==> src/rtl/cv32e40p_obi_mux.sv <==
// rtl/cv32e40p_obi_mux.sv - N-channel OBI request mux with channel-ID FIFO for response routing
// Option macro: CV32E40P_OBI_MUX_FIXED_PRIO_EN (lowest channel index always wins; no round-robin pointer)
module cv32e40p_obi_mux #(
    parameter int NUM_CH          = 2,
    parameter int ADDR_W          = 32,
    parameter int DATA_W          = 32,
    parameter int MAX_OUTSTANDING = 2
) (
    input  logic                       clk_i,
    input  logic                       rst_i,
    input  logic [NUM_CH-1:0]          ch_req_i,
    output logic [NUM_CH-1:0]          ch_gnt_o,
    output logic [NUM_CH-1:0]          ch_rvalid_o,
    input  logic [NUM_CH-1:0]          ch_we_i,
    input  logic [NUM_CH*DATA_W/8-1:0] ch_be_i,
    input  logic [NUM_CH*ADDR_W-1:0]   ch_addr_i,
    input  logic [NUM_CH*DATA_W-1:0]   ch_wdata_i,
    output logic [DATA_W-1:0]          ch_rdata_o,
    output logic                       mem_req_o,
    input  logic                       mem_gnt_i,
    input  logic                       mem_rvalid_i,
    output logic                       mem_we_o,
    output logic [DATA_W/8-1:0]        mem_be_o,
    output logic [ADDR_W-1:0]          mem_addr_o,
    output logic [DATA_W-1:0]          mem_wdata_o,
    input  logic [DATA_W-1:0]          mem_rdata_i,
    output logic                       err_o
);

    localparam int BE_W  = DATA_W / 8;
    localparam int SEL_W = $clog2(NUM_CH);
    localparam int PTR_W = (MAX_OUTSTANDING > 1) ? $clog2(MAX_OUTSTANDING) : 1;
    localparam int CNT_W = $clog2(MAX_OUTSTANDING + 1);

    logic [SEL_W-1:0] arb_sel;
    logic [SEL_W-1:0] sel;
    logic [SEL_W-1:0] lock_sel_q;
    logic             lock_q;
    logic [SEL_W-1:0] id_mem_q [MAX_OUTSTANDING];
    logic [PTR_W-1:0] wr_ptr_q;
    logic [PTR_W-1:0] rd_ptr_q;
    logic [CNT_W-1:0] cnt_q;
    logic             err_q;
    logic             fifo_full;
    logic             fifo_empty;
    logic             push;
    logic             pop;
    logic [SEL_W-1:0] head_id;

`ifndef CV32E40P_OBI_MUX_FIXED_PRIO_EN
    logic [SEL_W-1:0]  rr_ptr_q;
    logic [NUM_CH-1:0] req_rot;
    logic              found;
    int                s;
`endif

    always_comb begin
        arb_sel = '0;
`ifdef CV32E40P_OBI_MUX_FIXED_PRIO_EN
        for (int i = NUM_CH - 1; i >= 0; i--) begin
            if (ch_req_i[i]) arb_sel = SEL_W'(i);
        end
`else
        // Rotate so bit 0 is the channel just after the last granted one
        req_rot = NUM_CH'({ch_req_i, ch_req_i} >> rr_ptr_q);
        found   = 1'b0;
        s       = 0;
        for (int i = 0; i < NUM_CH; i++) begin
            if (!found && req_rot[i]) begin
                found = 1'b1;
                s     = int'(rr_ptr_q) + i;
                if (s >= NUM_CH) s = s - NUM_CH;
                arb_sel = SEL_W'(s);
            end
        end
`endif
    end

    // A pending, ungranted address phase keeps its channel regardless of new requests
    assign sel        = lock_q ? lock_sel_q : arb_sel;
    assign fifo_full  = (cnt_q == CNT_W'(MAX_OUTSTANDING));
    assign fifo_empty = (cnt_q == '0);
    assign mem_req_o  = (|ch_req_i) & ~fifo_full & ~rst_i;
    assign push       = mem_req_o & mem_gnt_i;
    assign pop        = mem_rvalid_i & ~fifo_empty & ~rst_i;
    assign head_id    = id_mem_q[rd_ptr_q];
    assign ch_rdata_o = mem_rdata_i;
    assign err_o      = err_q;

    always_comb begin
        mem_we_o    = 1'b0;
        mem_be_o    = '0;
        mem_addr_o  = '0;
        mem_wdata_o = '0;
        ch_gnt_o    = '0;
        ch_rvalid_o = '0;
        for (int i = 0; i < NUM_CH; i++) begin
            if (mem_req_o && sel == SEL_W'(i)) begin
                mem_we_o    = ch_we_i[i];
                mem_be_o    = ch_be_i[i*BE_W +: BE_W];
                mem_addr_o  = ch_addr_i[i*ADDR_W +: ADDR_W];
                mem_wdata_o = ch_wdata_i[i*DATA_W +: DATA_W];
            end
            ch_gnt_o[i]    = push & (sel == SEL_W'(i));
            ch_rvalid_o[i] = pop & (head_id == SEL_W'(i));
        end
    end

    always_ff @(posedge clk_i) begin
        if (rst_i) begin
            wr_ptr_q   <= '0;
            rd_ptr_q   <= '0;
            cnt_q      <= '0;
            lock_q     <= 1'b0;
            lock_sel_q <= '0;
            err_q      <= 1'b0;
`ifndef CV32E40P_OBI_MUX_FIXED_PRIO_EN
            rr_ptr_q   <= '0;
`endif
        end else begin
            if (push) begin
                id_mem_q[wr_ptr_q] <= sel;
                wr_ptr_q <= (wr_ptr_q == PTR_W'(MAX_OUTSTANDING - 1)) ? '0 : wr_ptr_q + 1'b1;
`ifndef CV32E40P_OBI_MUX_FIXED_PRIO_EN
                rr_ptr_q <= (sel == SEL_W'(NUM_CH - 1)) ? '0 : sel + 1'b1;
`endif
            end
            if (pop) begin
                rd_ptr_q <= (rd_ptr_q == PTR_W'(MAX_OUTSTANDING - 1)) ? '0 : rd_ptr_q + 1'b1;
            end
            if (push && !pop) begin
                cnt_q <= cnt_q + 1'b1;
            end else if (pop && !push) begin
                cnt_q <= cnt_q - 1'b1;
            end
            lock_q     <= mem_req_o & ~mem_gnt_i;
            lock_sel_q <= sel;
            if (mem_rvalid_i && fifo_empty) begin
                err_q <= 1'b1;
            end
        end
    end

endmodule

==> config.mk <==
export PLATFORM = sky130hd
export DESIGN_NAME = cv32e40p_obi_mux
export DESIGN_NICKNAME = d
export VERILOG_FILES = /design/src/rtl/cv32e40p_obi_mux.sv
export SDC_FILE = /design/constraint.sdc
export NUM_CORES = 1
export LEC_CHECK = 0
export ABC_AREA = 1
export ABC_CLOCK_PERIOD_IN_PS = 4300
export CAP_MARGIN = 20
export CORE_AREA = 4 4 107 109
export DETAILED_ROUTE_END_ITERATION = 6
export DIE_AREA = 0 0 111 113
export PLACE_DENSITY = 0.7
export SETUP_SLACK_MARGIN = 0.2
export SLEW_MARGIN = 20
export SYNTH_ARGS = -nofsm -noshare
export SYNTH_HDL_FRONTEND = slang
export SYNTH_SLANG_ARGS = --single-unit
export TNS_END_PERCENT = 1
==> constraint.sdc <==
create_clock -name clk_i -period 4.3 [get_ports clk_i]
set_clock_uncertainty 0.2 [all_clocks]
set_input_delay 0.86 -clock clk_i [delete_from_list [all_inputs] [get_ports clk_i]]
set_output_delay 0.86 -clock clk_i [all_outputs]
set_load 0.02 [all_outputs]
==> flow_results.org <==
** Setup path
- Along the worst path, the maximum fanout reaches 69.
- Worst Path Required :: 3.24 ns
- STA classifies the critical path startpoint as a primary input.
- Critical Path Sink Type :: output port
- STA puts the critical path data arrival time at 2.88 ns.
- Critical path class :: primary input to output port
- The worst register-to-register path ends at cnt_q[1].
- The worst register-to-register path begins at cnt_q[0].
- Internal reg-to-reg setup slack :: around 2.5 ns
- For the worst flop-to-flop path, the logic depth is 10.

** Routing
- Dividing the detail-routed via count by the number of cells gives 4.18.
- Wire length after detailed routing :: 8.34 mm
- The first TritonRoute pass finished after 4 iterations.
- Post-detailed-route DRC marker count :: 0
- Violation count after the first detailed-route iteration :: slightly above 100
- The detailed router placed 2686 vias in this run.
- Wire per inst :: between 10 and 15 um
- The detail route stage leaves a number of antenna-violating nets equal to 0.

** Timing
- Final cycle utilization of the critical path :: 0.916
- Count of final max-slew check failures :: 0
- The worst path needs 3.94 ns of the cycle, external delays included.
- Headroom to the max-slew limit came out at 0.770.
- Number of setup violations in the final report :: 0
- For the pin with the worst max-slew slack, the measured transition is 0.342 ns.
- Highest clock frequency the design can meet :: 0.254 GHz
- Unrepaired setup endpoints after global routing :: no
- For the final routed database, the setup TNS stands at 0 ns.
- The total count of hold-check failures in the final report was 0.
- The worst path meets setup with 0.362 ns of slack.

** Synth
- Async set-reset flop share out of synthesis :: 0
- Ranking of synthesized cells by area :: sky130_fd_sc_hd__nand2_1 (33%), sky130_fd_sc_hd__nand3_1 (20%), sky130_fd_sc_hd__buf_4 (14%)
- Share of the synthesized area in the top cell type :: 0.328
- FF+latch count, synth :: 11
- The largest total area in the synthesized netlist belongs to sky130_fd_sc_hd__nand2_1.
- Number of library cell types mapped by synthesis :: 20
- Top cells by count, synth :: sky130_fd_sc_hd__nand2_1 (152), sky130_fd_sc_hd__nand3_1 (71), sky130_fd_sc_hd__buf_4 (32), sky130_fd_sc_hd__buf_2 (19), sky130_fd_sc_hd__nor2_1 (16)
- By instance count, the leading cell after synthesis is sky130_fd_sc_hd__nand2_1.
- Sequential area share after synthesis :: 0.138
- In this run, synthesis inferred 2 flip-flops with an integrated enable.
- In the synthesized netlist, the number of instances is 331.
- The mapped netlist covers roughly 0.0017 mm2.
- Predominant post-synthesis flop cell :: sky130_fd_sc_hd__dfxtp_1
- Mean area per synthesized cell :: 5.25 um2
- For this run, the number of Yosys warnings is 0.
- Counting every net in the synthesized netlist gives between 500 and 600.

** Global route
- Via count of the first global-routing pass :: 2642
- Number of antenna violations at the first check in global routing :: 0
- The first global-routing pass estimated approximately 12 mm of wire.
- Pin count of the biggest net entering global routing :: 72
- For this run the aggregate overflow at the end of global routing stands at 0.
- In the global route stage, overall resource usage came out at 0.117.

** Hold path
- Path class of the lowest-slack min-delay path :: flop to flop
- The worst hold path terminates at err_o.
- The worst hold path was traced through 2 stages.
- Launch point of the worst hold path :: err_o

** Place
- Post-detail-place hpwl :: around 6.7 mm
- Final estimated routing congestion in global placement :: 0.857
- Buffers placed on the I/O ports in this run total 218.
- Post-Place Setup Slack :: roughly 0.36 ns
- Placement Cell Area :: around 0.0038 mm2
- In this run, placement finished with an instance count of 639.

** Final layout
- Summing all multi-input logic gate instances after layout gives 0.00109 mm2.
- Final Instance Area :: 0.00384 mm2
- The number of antenna diodes in the final layout is 0.
- Once layout is complete, the cells apart from fillers number ~640.
- After the last flow step, the layout net total stands at 681.
- Register cell area after layout :: 240 um2
- Share of final-layout standard cells stronger than drive strength 1 :: 0.0278
- The layout has 1118 filler cells.
- Area overhead of the layout relative to synthesis :: 121%

** Floorplanning
- Boundary pin count :: 283
- Die Area :: 0.0125 mm2
- Row generation in the floorplan step produced 38 rows.
- The die is 113 um tall.
- For this configuration, the core starts out at a cell density of 0.164.
- The floorplan step set the die width to around 110 um.
- Core region area :: 0.0106 mm2

** Clocking
- The tree is rooted in a sky130_fd_sc_hd__clkbuf_8.
- CTS Buf Count :: 3
- Clock-pin slew was measured on the worst setup and hold paths at 0.05 ns.
- In this run the post-CTS setup repair buffer count came out at 0.
- CTS tree :: yes
- For the worst-skew pair, the clock arrives at the later sink with an insertion delay of about 0.23 ns.
- CTS built an H-tree with a depth of 1.
- Gates resized, CTS repair :: 0
- Number of hold buffers added after cts :: 0
- Maximum count of clock buffers along a single path :: 2
- CTS sink cnt :: 11

** Power and ir drop
- In this run the static leakage power is 1.71 nW.
- VDD IR max :: 0.0906 mV
- Pwr per Cell Area :: around 190 mW/mm2

** Run status
- The run finished with clean final reports.

** Job
- The tool flagged a number of max-cap violations equal to 0.
-- layer usage --
layer / vias up / global-route usage / part of all wire
li1: 1356 / - / -
met4: 0 / 0.0394 / 0.026
met5: - / 0 / 0
met2: 173 / 0.210 / 0.46
met3: 22 / 0.0551 / 0.12
met1: 1135 / 0.121 / 0.39
-- cells by family after synthesis --
kind of cell / count (synthesis) / share of synthesized area
AO/OA/AOI/OAI: 5 / 0.0166
adder cells (fa/ha/maj): 1 / 0.00720
buffers and inverters: 67 / 0.236
flip-flops: 11 / 0.138
AND/OR/NAND/NOR: 247 / 0.602
-- worst max-delay path by stage --
stage | start | to
floorplan | ch_req_i[0] | mem_addr_o[24]
global placement | rst_i | mem_wdata_o[0]
detailed placement | rst_i | mem_addr_o[23]
CTS | rst_i | mem_wdata_o[2]
global route | rst_i | mem_wdata_o[30]
finish | rst_i | mem_wdata_o[30]
-- cell usage in the layout, fill, tap and decap left out --
cell	instances
sky130_fd_sc_hd__o21ai_0	2
sky130_fd_sc_hd__clkbuf_1	1
sky130_fd_sc_hd__edfxtp_1	2
sky130_fd_sc_hd__nand3_1	71
sky130_fd_sc_hd__or2_2	1
sky130_fd_sc_hd__a31oi_1	1
sky130_fd_sc_hd__nor2_1	16
sky130_fd_sc_hd__clkdlybuf4s50_1	218
sky130_fd_sc_hd__ha_1	1
sky130_fd_sc_hd__clkbuf_8	3
sky130_fd_sc_hd__nand2_2	3
sky130_fd_sc_hd__clkinv_1	1
sky130_fd_sc_hd__nand4_1	2
sky130_fd_sc_hd__nor2_4	2
sky130_fd_sc_hd__inv_2	2
sky130_fd_sc_hd__nand2_1	152
sky130_fd_sc_hd__dfxtp_1	9
sky130_fd_sc_hd__a21oi_1	1
sky130_fd_sc_hd__inv_1	11
sky130_fd_sc_hd__buf_12	3
sky130_fd_sc_hd__o21a_1	1
-- sequential cells by signal, summed over array words and instances, names as in the netlist, named ones only --
register and flops:
cnt_q 2, id_mem_q 2, err_o 1, lock_q 1
lock_sel_q 1, rd_ptr_q 1, rr_ptr_q 1, wr_ptr_q 1
-- final cells by class --
| class | instances | share of cell area |
|---|---|---|
| well taps | 140 | 0.0456 |
| multi-input cells | 253 | 0.283 |
| flip-flops and latches | 11 | 0.0625 |
| repair buffers | 221 | 0.584 |
| clock buffers | 4 | 0.0117 |
| inverters | 14 | 0.0137 |
-- per-stage QoR --
step                      utilization  total power [W]  hold slack, ns
after floorplan                     -         0.000387           0.254
after CTS                       0.362         0.000735           0.291
after global routing            0.362         0.000775           0.322
after global placement          0.358         0.000625           0.267
final                           0.362         0.000728           0.292
after detailed placement        0.358         0.000628           0.279
-- critical path, cell delays in order --
cell and delay (ns):
sky130_fd_sc_hd__clkdlybuf4s50_1 0.51, sky130_fd_sc_hd__nor2_4 0.17, sky130_fd_sc_hd__nand2_2 0.09, sky130_fd_sc_hd__nor2_4 0.13
sky130_fd_sc_hd__buf_12 0.27, sky130_fd_sc_hd__nand2_1 0.08, sky130_fd_sc_hd__nand2_1 0.09, sky130_fd_sc_hd__clkdlybuf4s50_1 0.62
-- power by group --
group	internal, W	leakage [nW]	switching [W]
combinational	0.000265	1.59	0.000240
clock	0.0000650	0.0228	0.0000373
sequential	0.000115	0.0927	0.00000576
Note: power is estimated with default switching activity, not from simulation.
